## config.mk

```make
export PLATFORM = sky130hd
export DESIGN_NAME = serial_adder
export DESIGN_NICKNAME = d
export VERILOG_FILES = /design/src/rtl/serial_adder_pkg.sv /design/src/rtl/serial_adder_full_adder.sv /design/src/rtl/serial_adder.sv
export SDC_FILE = /design/constraint.sdc
export NUM_CORES = 1
export LEC_CHECK = 0
export BUFFER_PORTS_ARGS = -buffer_cell sky130_fd_sc_hd__buf_2
export CAP_MARGIN = 10
export CORE_MARGIN = 1.5
export CORE_UTILIZATION = 47
export CTS_CLUSTER_DIAMETER = 150
export DETAILED_ROUTE_END_ITERATION = 7
export GPL_TIMING_DRIVEN = 0
export PLACE_DENSITY_LB_ADDON = 0.15
export SYNTH_ARGS = -nofsm -noshare
export SYNTH_HDL_FRONTEND = slang
export SYNTH_SLANG_ARGS = --single-unit
```

## constraint.sdc

```tcl
create_clock -name clk -period 1.2 [get_ports clk]
set_input_delay 0.18 -clock clk [delete_from_list [all_inputs] [get_ports clk]]
set_output_delay 0.18 -clock clk [all_outputs]
set_load 0.05 [all_outputs]
```

## src/rtl/serial_adder_pkg.sv

```systemverilog
// Shared definitions for the bit-serial adder: FSM state encoding and default width.
package serial_adder_pkg;

    localparam int SERIAL_ADDER_DEFAULT_WIDTH = 8;

    typedef enum logic [1:0] {
        IDLE = 2'b00,
        RUN  = 2'b01,
        DONE = 2'b10
    } state_t;

endpackage

```

## src/rtl/serial_adder_full_adder.sv

```systemverilog
// One-bit full adder built from two half adders; the serial adder's only arithmetic cell.
module half_adder (
    input  logic a,
    input  logic b,
    output logic sum,
    output logic carry
);
    assign sum   = a ^ b;
    assign carry = a & b;
endmodule

module full_adder (
    input  logic a,
    input  logic b,
    input  logic cin,
    output logic sum,
    output logic cout
);
    logic s1;
    logic c1;
    logic c2;

    half_adder u_ha0 (.a(a),  .b(b),   .sum(s1),  .carry(c1));
    half_adder u_ha1 (.a(s1), .b(cin), .sum(sum), .carry(c2));

    assign cout = c1 | c2;
endmodule

```

## src/rtl/serial_adder.sv

```systemverilog
// Bit-serial WIDTH-bit adder computing a + b + cin, LSB first, one bit per clock.
// Optional signed-overflow output enabled by defining SERIAL_ADDER_OVF_EN.
//
// state | meaning
// IDLE  | waiting for start; results held
// RUN   | one operand bit pair added per cycle
// DONE  | result presented, done high for one cycle
module serial_adder
    import serial_adder_pkg::*;
#(
    parameter int WIDTH = SERIAL_ADDER_DEFAULT_WIDTH
) (
    input  logic             clk,
    input  logic             rst_n,
    input  logic             start,
    input  logic [WIDTH-1:0] a,
    input  logic [WIDTH-1:0] b,
    input  logic             cin,
    output logic             busy,
    output logic             done,
    output logic [WIDTH-1:0] sum,
    output logic             cout
`ifdef SERIAL_ADDER_OVF_EN
    ,
    output logic             ovf
`endif
);

    localparam int              CW   = $clog2(WIDTH + 1);
    localparam logic [CW-1:0]   LAST = CW'(WIDTH - 1);

    state_t           state;
    logic [WIDTH-1:0] op_a;
    logic [WIDTH-1:0] op_b;
    logic             carry;
    logic [CW-1:0]    cnt;
    logic             fa_sum;
    logic             fa_cout;
    logic [WIDTH-1:0] sum_next;

    full_adder u_fa (
        .a    (op_a[0]),
        .b    (op_b[0]),
        .cin  (carry),
        .sum  (fa_sum),
        .cout (fa_cout)
    );

    // New sum bit enters at the MSB so the result ends up LSB-aligned after WIDTH shifts.
    always_comb begin
        sum_next            = sum >> 1;
        sum_next[WIDTH-1]   = fa_sum;
    end

    always_ff @(posedge clk) begin
        if (!rst_n) begin
            state <= IDLE;
            op_a  <= '0;
            op_b  <= '0;
            carry <= 1'b0;
            cnt   <= '0;
            sum   <= '0;
            cout  <= 1'b0;
            busy  <= 1'b0;
            done  <= 1'b0;
`ifdef SERIAL_ADDER_OVF_EN
            ovf   <= 1'b0;
`endif
        end else begin
            case (state)
                IDLE, DONE: begin
                    done <= 1'b0;
                    if (start) begin
                        op_a  <= a;
                        op_b  <= b;
                        carry <= cin;
                        cnt   <= '0;
                        state <= RUN;
                        busy  <= 1'b1;
                    end else begin
                        state <= IDLE;
                        busy  <= 1'b0;
                    end
                end
                RUN: begin
                    op_a  <= op_a >> 1;
                    op_b  <= op_b >> 1;
                    carry <= fa_cout;
                    cnt   <= cnt + 1'b1;
                    sum   <= sum_next;
                    if (cnt == LAST) begin
                        state <= DONE;
                        busy  <= 1'b0;
                        done  <= 1'b1;
                        cout  <= fa_cout;
`ifdef SERIAL_ADDER_OVF_EN
                        // carry register holds the carry into the MSB on the final cycle
                        ovf   <= carry ^ fa_cout;
`endif
                    end
                end
                default: begin
                    state <= IDLE;
                    busy  <= 1'b0;
                    done  <= 1'b0;
                end
            endcase
        end
    end

endmodule

```

# Word-level counts from Yosys, hierarchy flattened
# Cells that the tools add are included.
dict set report totals {
  regBits 34
  in_bits 20
  output_inout_bits 11
  elab_cells 40
}
dict set report op_classes {
  addsub 1
  eq_ne 5
  mux 14
  n_bitwise 5
  n_reduce_logical 6
}
# cell count
set ops {}
lappend ops {{$pmux W8 S2} 2}
lappend ops {{$mux W8} 2}
lappend ops {{$pmux W4 S2} 1}
lappend ops {{$reduce_and A2 Y1} 3}
lappend ops {{$add A4 B1 Y4 const B} 1}
lappend ops {{$eq A4 B3 Y1 const B} 1}
lappend ops {{$mux W1} 4}
lappend ops {{$mux W4} 1}
lappend ops {{$ne A2 B2 Y1 const B} 2}
lappend ops {{$pmux W1 S2} 2}
lappend ops {{$pmux W2 S2} 1}
lappend ops {{$and A1 B1 Y1} 2}
lappend ops {{$eq A2 B1 Y1 const B} 1}
lappend ops {{$eq A2 B2 Y1 const B} 1}
lappend ops {{$logic_not A2 Y1} 1}
lappend ops {{$mux W2} 1}
lappend ops {{$reduce_bool A2 Y1} 1}
lappend ops {{$reduce_or A2 Y1} 1}
lappend ops {{$xor A1 B1 Y1} 2}
lappend ops {{$or A1 B1 Y1} 1}

# Depth between registers and ports, before layout
# Gate-level depths: netlist (run 1).
dict set report logic_depth {
  word_depth 4
  mapped_depth 5
  depth_no_buf 4
}

# By module
# Synthesis (run 1) repeated with hierarchy kept, for this count alone.
dict set report unflattened {
  cells_unflattened 153
  hier_area_um2 1356.3
}
# module n_inst cells_each area_each_um2 seq_area_each_um2
set by_module_without_submodules {}
lappend by_module_without_submodules {serial_adder 1 150 1325.0 660.6}
lappend by_module_without_submodules {half_adder 2 1 12.5 0.0}
lappend by_module_without_submodules {full_adder 1 1 6.3 0.0}

# Least setup slack after synthesis (run 1)
# Ideal clock, no wire load.
dict set report synth_path {
  path_type {register -> register}
  start {register state[0]}
  end {register cout}
  setup_ns 0.085
  t_arrival_ns 1.355
  required_ns 1.115
  slack_ns -0.239
  path_stages_with_launch 5
  path_buffers 2
  period_less_slack_ns 1.439
  cell_sequence {dfxtp_1 nand2b_1 buf_4 buf_6 o31ai_2}
}
dict set report synth_between {
  elab_chain_cells 2
}
# item line_no
set synth_rtl {}
lappend synth_rtl {{start, declared} serial_adder.sv:32} ;# state_t state;
lappend synth_rtl {{start signal, assigned} serial_adder.sv:57} ;# state <= IDLE;
lappend synth_rtl {{start signal, assigned} serial_adder.sv:78} ;# state <= RUN;
lappend synth_rtl {{start signal, assigned} serial_adder.sv:81} ;# state <= IDLE;
lappend synth_rtl {{$eq A2 B1 Y1} serial_adder.sv:70} ;# case (state)
lappend synth_rtl {{$reduce_and A2 Y1 (no line)} --}
lappend synth_rtl {{end signal, assigned} serial_adder.sv:95} ;# cout <= fa_cout;
lappend synth_rtl {{end, declared} serial_adder.sv:22} ;# output logic cout
# No other way between the ends.
# A chain may end at the register's enable or synchronous reset.

# Final worst setup path (run 1)
dict set report layout_path {
  start {register sum[2]}
  end {output sum[2]}
}
# item line_no
set layout_lines {}
lappend layout_lines {{start, declared} serial_adder.sv:21} ;# output logic [WIDTH-1:0] sum,
lappend layout_lines {{start signal, assigned} serial_adder.sv:90} ;# sum <= sum_next;
# No word-level cell between the ends.

==> impl_metrics.py, run 1 <==
metrics = {
    "setup_path": {
        "path_cells": "buf_2",
        "slowest_delay_ns": 0.36,
        "critPathArrivalTime_ns": 0.96,
        "worst_path_max_delay_cell": "dfxtp_1",
        "start_kind": "register",
        "crit_type": "register to output pin",
        "required_ns": 1.02,
        "cp-end-kind": "output pin",
        "path_buf_inv": 1,
        "critical_path.top_delay_family": "flip-flops",
        "crit_fanout": 3,
    },
    "sta": {
        "finalMaxSlewViolations": 0,
        "max_clock_freq_ghz": 0.876,
        "setup_ws_ns": 0.0584,
        "skew_ns": 0.00609,
        "fin_crit_ns": 1.14,
        "slew-limit-headroom_pct": 70.3,
        "hold_violations": 0,
        "rsz0062_at_grt": "yes",
        "setup_viol": 0,
        "fin_crit_sh_pct": 95.1,
        "worst_pin_slew_ns": 0.446,
    },
    "floorplanning": {
        "die_h_um": 56.5,
        "die_area_um2": 3190,
        "rows": 19,
        "initial_core_util_pct": 49.2,
        "die_x_um": 56.5,
        "design.core.area_um2": 2730,
        "design.portCount": 31,
    },
    "global_route": {
        "antenna_found_initial": 0,
        "grt_max_degree": 11,
        "first_global_vias": 1191,
        "gr-usage-all-layers_pct": 20.6,
        "grt_pass1_wl_um": 5100,
        "gr-total-overflow": 0,
    },
    "synth": {
        "syn-cell-area_um2": 1350,
        "yosysWarnings": 0,
        "postSynthCellCount": 151,
        "syn_nets": 173,
        "synth.avg_cell_area_um2": 8.92,
        "yosysSeqAreaShare_pct": 49.1,
        "synth_seq_cells": 33,
        "synth_cell_types": 24,
    },
    "place": {
        "place_ws_ns": -0.0381,
        "hpwl_um": 2110,
        "numPlacedInstances": 212,
        "dpl_cell_area_um2": 1540,
        "portBuffers": 30,
        "gp_congestion": 0.763,
    },
    "clock_network": {
        "postCtsHoldBufs": 0,
        "clk_latency_ns": 0.33,
        "cts_root_buf": "clkbuf_4",
        "clockBufferDepth": 2,
        "htree_levels": 2,
        "clk_pin_slew_ns": 0.10,
        "cts.sinks": 33,
        "cts_buffers": 5,
        "tritoncts": "done",
    },
    "finish": {
        "final_cells": 224,
        "regArea_um2": 669,
        "syn_to_final_growth_pct": 24.1,
        "nets": 214,
        "insertedDiodeCount": 0,
        "num-fill-cells": 264,
        "multi_input_area_um2": 624,
        "design_area_um2": 1670,
        "drive_above_1_share_pct": 34.2,
    },
    "route": {
        "drt.antenna.violating_nets": 0,
        "wl_per_cell_um": 13.4,
        "drt_first_pass_iters": 4,
        "avgViaCountPerCell": 5.51,
        "drc": 0,
        "drt_iter0_markers": 49,
        "vias": 1235,
        "wl_um": 2990,
    },
    "power_and_ir_drop": {
        "power_density_nw_per_um2": 1250,
        "pwr-share-comb_pct": 15.3,
        "p_sw_uw": 582,
        "power.internal_uw": 1500,
        "switching_share_pct": 28.0,
        "pwr-share-clk_pct": 28.2,
        "p_leak_uw": 0.000673,
        "seq_power_share_pct": 56.5,
        "peakVddDrop_uv": 824,
    },
    "run_status": {
        "outcome": "finished clean",
    },
    "worst_hold_path": {
        "min_path_type": "input port to register",
    },
    "run": {
        "cap_viol_max_count": 0,
    },
}
worst paths after layout:
kind / start / slack (ns) / to / depth (start not counted)
hold / removal: b[7] / 0.08 / op_b[7] / 3
setup reg to reg: state[0] / 0.06 / op_b[6] / 4
hold reg to reg: done / 0.45 / done / 2
setup / recovery: sum[2] / 0.06 / sum[2] / 1
per-layer routing:
layer / GRT usage (%) / wire length [um] / vias up
li1: - / - / 618
met1: 24.3 / 1260 / 565
met2: 33.6 / 1480 / 47
met3: 7.37 / 205 / 5
met4: 8.84 / 48 / 0
met5: 0 / 0 / -
state kept, by name, indices dropped and copies added (netlist names):
signal  flops
carry       1
sum         8
done        1
cout        1
state       2
cnt         4
op_a        8
op_b        8
metrics by stage:
step                      hold slack, ns  total power [uW]  TNS, ns  util (%)
after floorplan                    0.316              1400        0         -
after global placement             0.422              1480  -0.0108      56.3
after detailed placement           0.432              1500  -0.0381      56.3
after CTS                         0.0622              2080        0      58.5
after global routing              0.0818              2200  -0.0305      61.1
final                             0.0779              2080        0      61.1
kinds of logic (layout without fill, tap and decap cells):
group,count (synthesis),after routing,synth area share (%)
flip-flops,33,33,49.1
AND/OR/NAND/NOR,51,51,17.8
adder cells (fa/ha/maj),2,2,2.42
buffers and inverters,15,57,6.97
AO/OA/AOI/OAI,48,48,21.9
multiplexers,2,2,1.86
cells in the final DEF, fill, tap and decap left out, drive strengths merged, types with 2 or more instances in the layout:
cell type and count:
inv 2, nor2 2, clkbuf 9, a21oi 30
nand2b 4, nand3 20, dfxtp 33, a22oi 15
clkinv 2, buf 44, nand2 21
cell usage after synthesis:
cell type   n  area share (%)
dfxtp_1    33              49
nand3b_1    1            0.56
mux2i_1     1            0.74
ha_1        1            0.93
nor2b_1     1            0.46
mux2_4      1             1.1
nand3_1    20             7.4
buf_2       6             2.2
nand4_1     1            0.46
buf_4       4             2.2
nand2_1    21             5.9
nand2b_1    4             1.9
o31ai_2     1            0.93
a211oi_2    1            0.93
inv_1       1            0.28
inv_2       1            0.28
and2b_1     1            0.56
a21oi_1    30              11
o211ai_1    1            0.56
buf_6       2             1.7
nor2_1      2            0.56
fa_1        1             1.5
a22oi_1    15             8.4
clkbuf_1    1            0.28
cell type report:
type	instances	share of cell area, %
well taps	31	2.32
plain buffers	13	5.62
repair buffers	34	11.1
clock inverters	2	0.599
inverters	2	0.449
clock buffers	6	2.47
flip-flops and latches	33	40.1
multi-input cells	103	37.4
power by group through the flow:
stage / Combinational (uW) / Sequential (uW) / Clock [uW]
floorplan: 187 / 1210 / 0
global placement: 288 / 1200 / 0
detailed placement: 298 / 1200 / 0
CTS: 299 / 1170 / 609
global route: 354 / 1180 / 660
finish: 320 / 1180 / 586
what timing repair did:
item                       4_1_cts  5_1_grt
buffers inserted                 1        3
gates resized for setup          1       13
setup endpoints to repair        1       14
pin swaps                        1        1
Note: power is estimated with default switching activity, not from simulation.
==> run 2: changes to the inputs <==
--- a/config.mk
+++ b/config.mk
@@ -5,12 +5,12 @@
 export SDC_FILE = /design/constraint.sdc
 export NUM_CORES = 1
 export LEC_CHECK = 0
-export BUFFER_PORTS_ARGS = -buffer_cell sky130_fd_sc_hd__buf_2
 export CAP_MARGIN = 10
 export CORE_MARGIN = 1.5
-export CORE_UTILIZATION = 47
+export CORE_UTILIZATION = 54
 export CTS_CLUSTER_DIAMETER = 150
 export DETAILED_ROUTE_END_ITERATION = 7
+export DONT_BUFFER_PORTS = 1
 export GPL_TIMING_DRIVEN = 0
 export PLACE_DENSITY_LB_ADDON = 0.15
 export SYNTH_ARGS = -nofsm -noshare
==> impl_metrics.py, run 2 (synthesis results as in run 1) <==
metrics = {
    "run_status": {
        "outcome": "complete, but fails checks",
        "violations": "setup timing",
    },
    "setup_path": {
        "critical_path_cell_count": 4,
        "slowest_delay_ns": 0.43,
        "crit_fanout": 5,
        "path_cells": "and2b_2 > buf_2 > a22oi_1 > a21oi_1",
        "path_buf_inv": 1,
        "crit_type": "register to register",
        "cp-end-kind": "register",
        "r2r-end": "op_b[5]",
        "required_ns": 1.43,
        "reg2reg_slack_ns": -0.05,
        "worst_path_max_delay_cell": "dfxtp_4",
        "reg2reg_from": "state[0]",
        "start_kind": "register",
        "reg2reg_depth": 4,
        "critPathArrivalTime_ns": 1.48,
        "critical_path.top_delay_family": "flip-flops",
    },
    "global_route": {
        "grt_max_degree": 12,
        "gr-total-overflow": 0,
        "first_global_vias": 1082,
        "grt_pass1_wl_um": 4730,
        "gr-usage-all-layers_pct": 24.0,
        "antenna_found_initial": 0,
    },
    "finish": {
        "final_cell_mix": "a21oi_1 (26), nand2_1 (21), dfxtp_1 (21)",
        "nets": 190,
        "top_regs": "op_a x8, op_b x8, sum x8",
        "final_cells": 197,
        "mostFrequentLayoutCell": "a21oi_1",
        "drive_above_1_share_pct": 36.1,
        "syn_to_final_growth_pct": 26.5,
        "insertedDiodeCount": 0,
    },
    "place": {
        "numPlacedInstances": 179,
        "place_ws_ns": -0.0532,
        "hpwl_um": 1940,
        "gp_congestion": 0.760,
        "portBuffers": 0,
    },
    "power_and_ir_drop": {
        "peakVddDrop_uv": 1130,
        "power_uw": 2480,
        "power_density_nw_per_um2": 1460,
        "p_leak_uw": 0.000607,
    },
    "sta": {
        "setup_viol": 20,
        "finalMaxSlewViolations": 0,
        "fin_crit_sh_pct": 104,
        "fin_crit_ns": 1.25,
        "setup_ws_ns": -0.0506,
        "hold_violations": 0,
        "max_clock_freq_ghz": 0.800,
        "worst_pin_slew_ns": 0.511,
        "slew-limit-headroom_pct": 65.9,
        "rsz0062_at_grt": "yes",
        "skew_ns": 0.00460,
    },
    "floorplanning": {
        "rows": 17,
        "die_x_um": 52.9,
        "die_area_um2": 2800,
        "design.portCount": 31,
        "initial_core_util_pct": 59.2,
        "die_h_um": 52.9,
        "design.core.area_um2": 2280,
    },
    "clock_network": {
        "tritoncts": "done",
        "clk_pin_slew_ns": 0.10,
        "cts_buffers": 5,
        "clockBufferDepth": 2,
        "cts_root_buf": "clkbuf_4",
        "clk_latency_ns": 0.34,
        "cts.sinks": 33,
        "htree_levels": 2,
    },
    "route": {
        "avgViaCountPerCell": 6.08,
        "vias": 1198,
        "wl_um": 3090,
        "drt.antenna.violating_nets": 0,
        "drc": 0,
        "drt_first_pass_iters": 4,
        "drt_iter0_markers": 29,
        "wl_per_cell_um": 15.7,
    },
    "worst_hold_path": {
        "worstHoldPathCells": 2,
        "hp-start": "rst_n",
        "min_to": "cnt[3]",
        "min_path_type": "input port to register",
    },
    "run": {
        "cap_viol_max_count": 0,
    },
}
==> run 2: metal layers <==
layer | part of all wire [%] | global-route usage (%) | vias to the layer above
met5 | 0 | 0 | -
met4 | 1.2 | 12.8 | 0
met3 | 8.3 | 8.19 | 4
met2 | 50 | 39.4 | 43
met1 | 41 | 27.3 | 585
li1 | - | - | 566
==> run 2: what timing repair did <==
| action | CTS | global route |
|---|---|---|
| pin swaps | 1 | 3 |
| setup endpoints to repair | 27 | 34 |
| gates cloned | 0 | 1 |
| hold buffers | 2 | 1 |
| endpoints found under the hold margin | 6 | 4 |
| setup buffers | 2 | 4 |
| resized for setup | 16 | 27 |
==> run 2: worst max path at each step <==
stage,slack [ns],end,from
after floorplan,0.05,cnt[2],state[0]
after global placement,-0.02,cout,state[0]
after detailed placement,-0.05,cout,cnt[0]
after CTS,-0.04,done,state[0]
after global routing,-0.09,op_b[5],state[0]
final,-0.05,op_b[5],state[0]
==> run 2: final cells by class <==
type	instances	area (um2)
buffer	13	124
inverter	2	7.51
clock buffer	6	62.6
tap	28	35.0
fill	162	573
timing repair buffer	10	80.1
multi-input combinational	103	681
sequential	33	678
clock inverter	2	35.0
==> run 2: metrics by stage <==
stage / utilization [%] / TNS, ns / hold WS, ns / instance area (um2)
floorplan: - / 0 / 0.316 / 1350
CTS: 68.6 / -0.253 / -0.0348 / 1560
detailed placement: 60.9 / -0.302 / 0.328 / 1390
global placement: 60.9 / -0.143 / 0.320 / 1390
finish: 74.8 / -0.339 / 0.000196 / 1700
global route: 74.8 / -1.46 / 0.00849 / 1700
==> run 2: report_power, final <==
part           leakage (uW)  total [uW]  internal (uW)  switching, uW
Sequential         0.000275        1210           1150           60.3
Combinational      0.000278         315            148            168
Clock             0.0000534         959            561            397
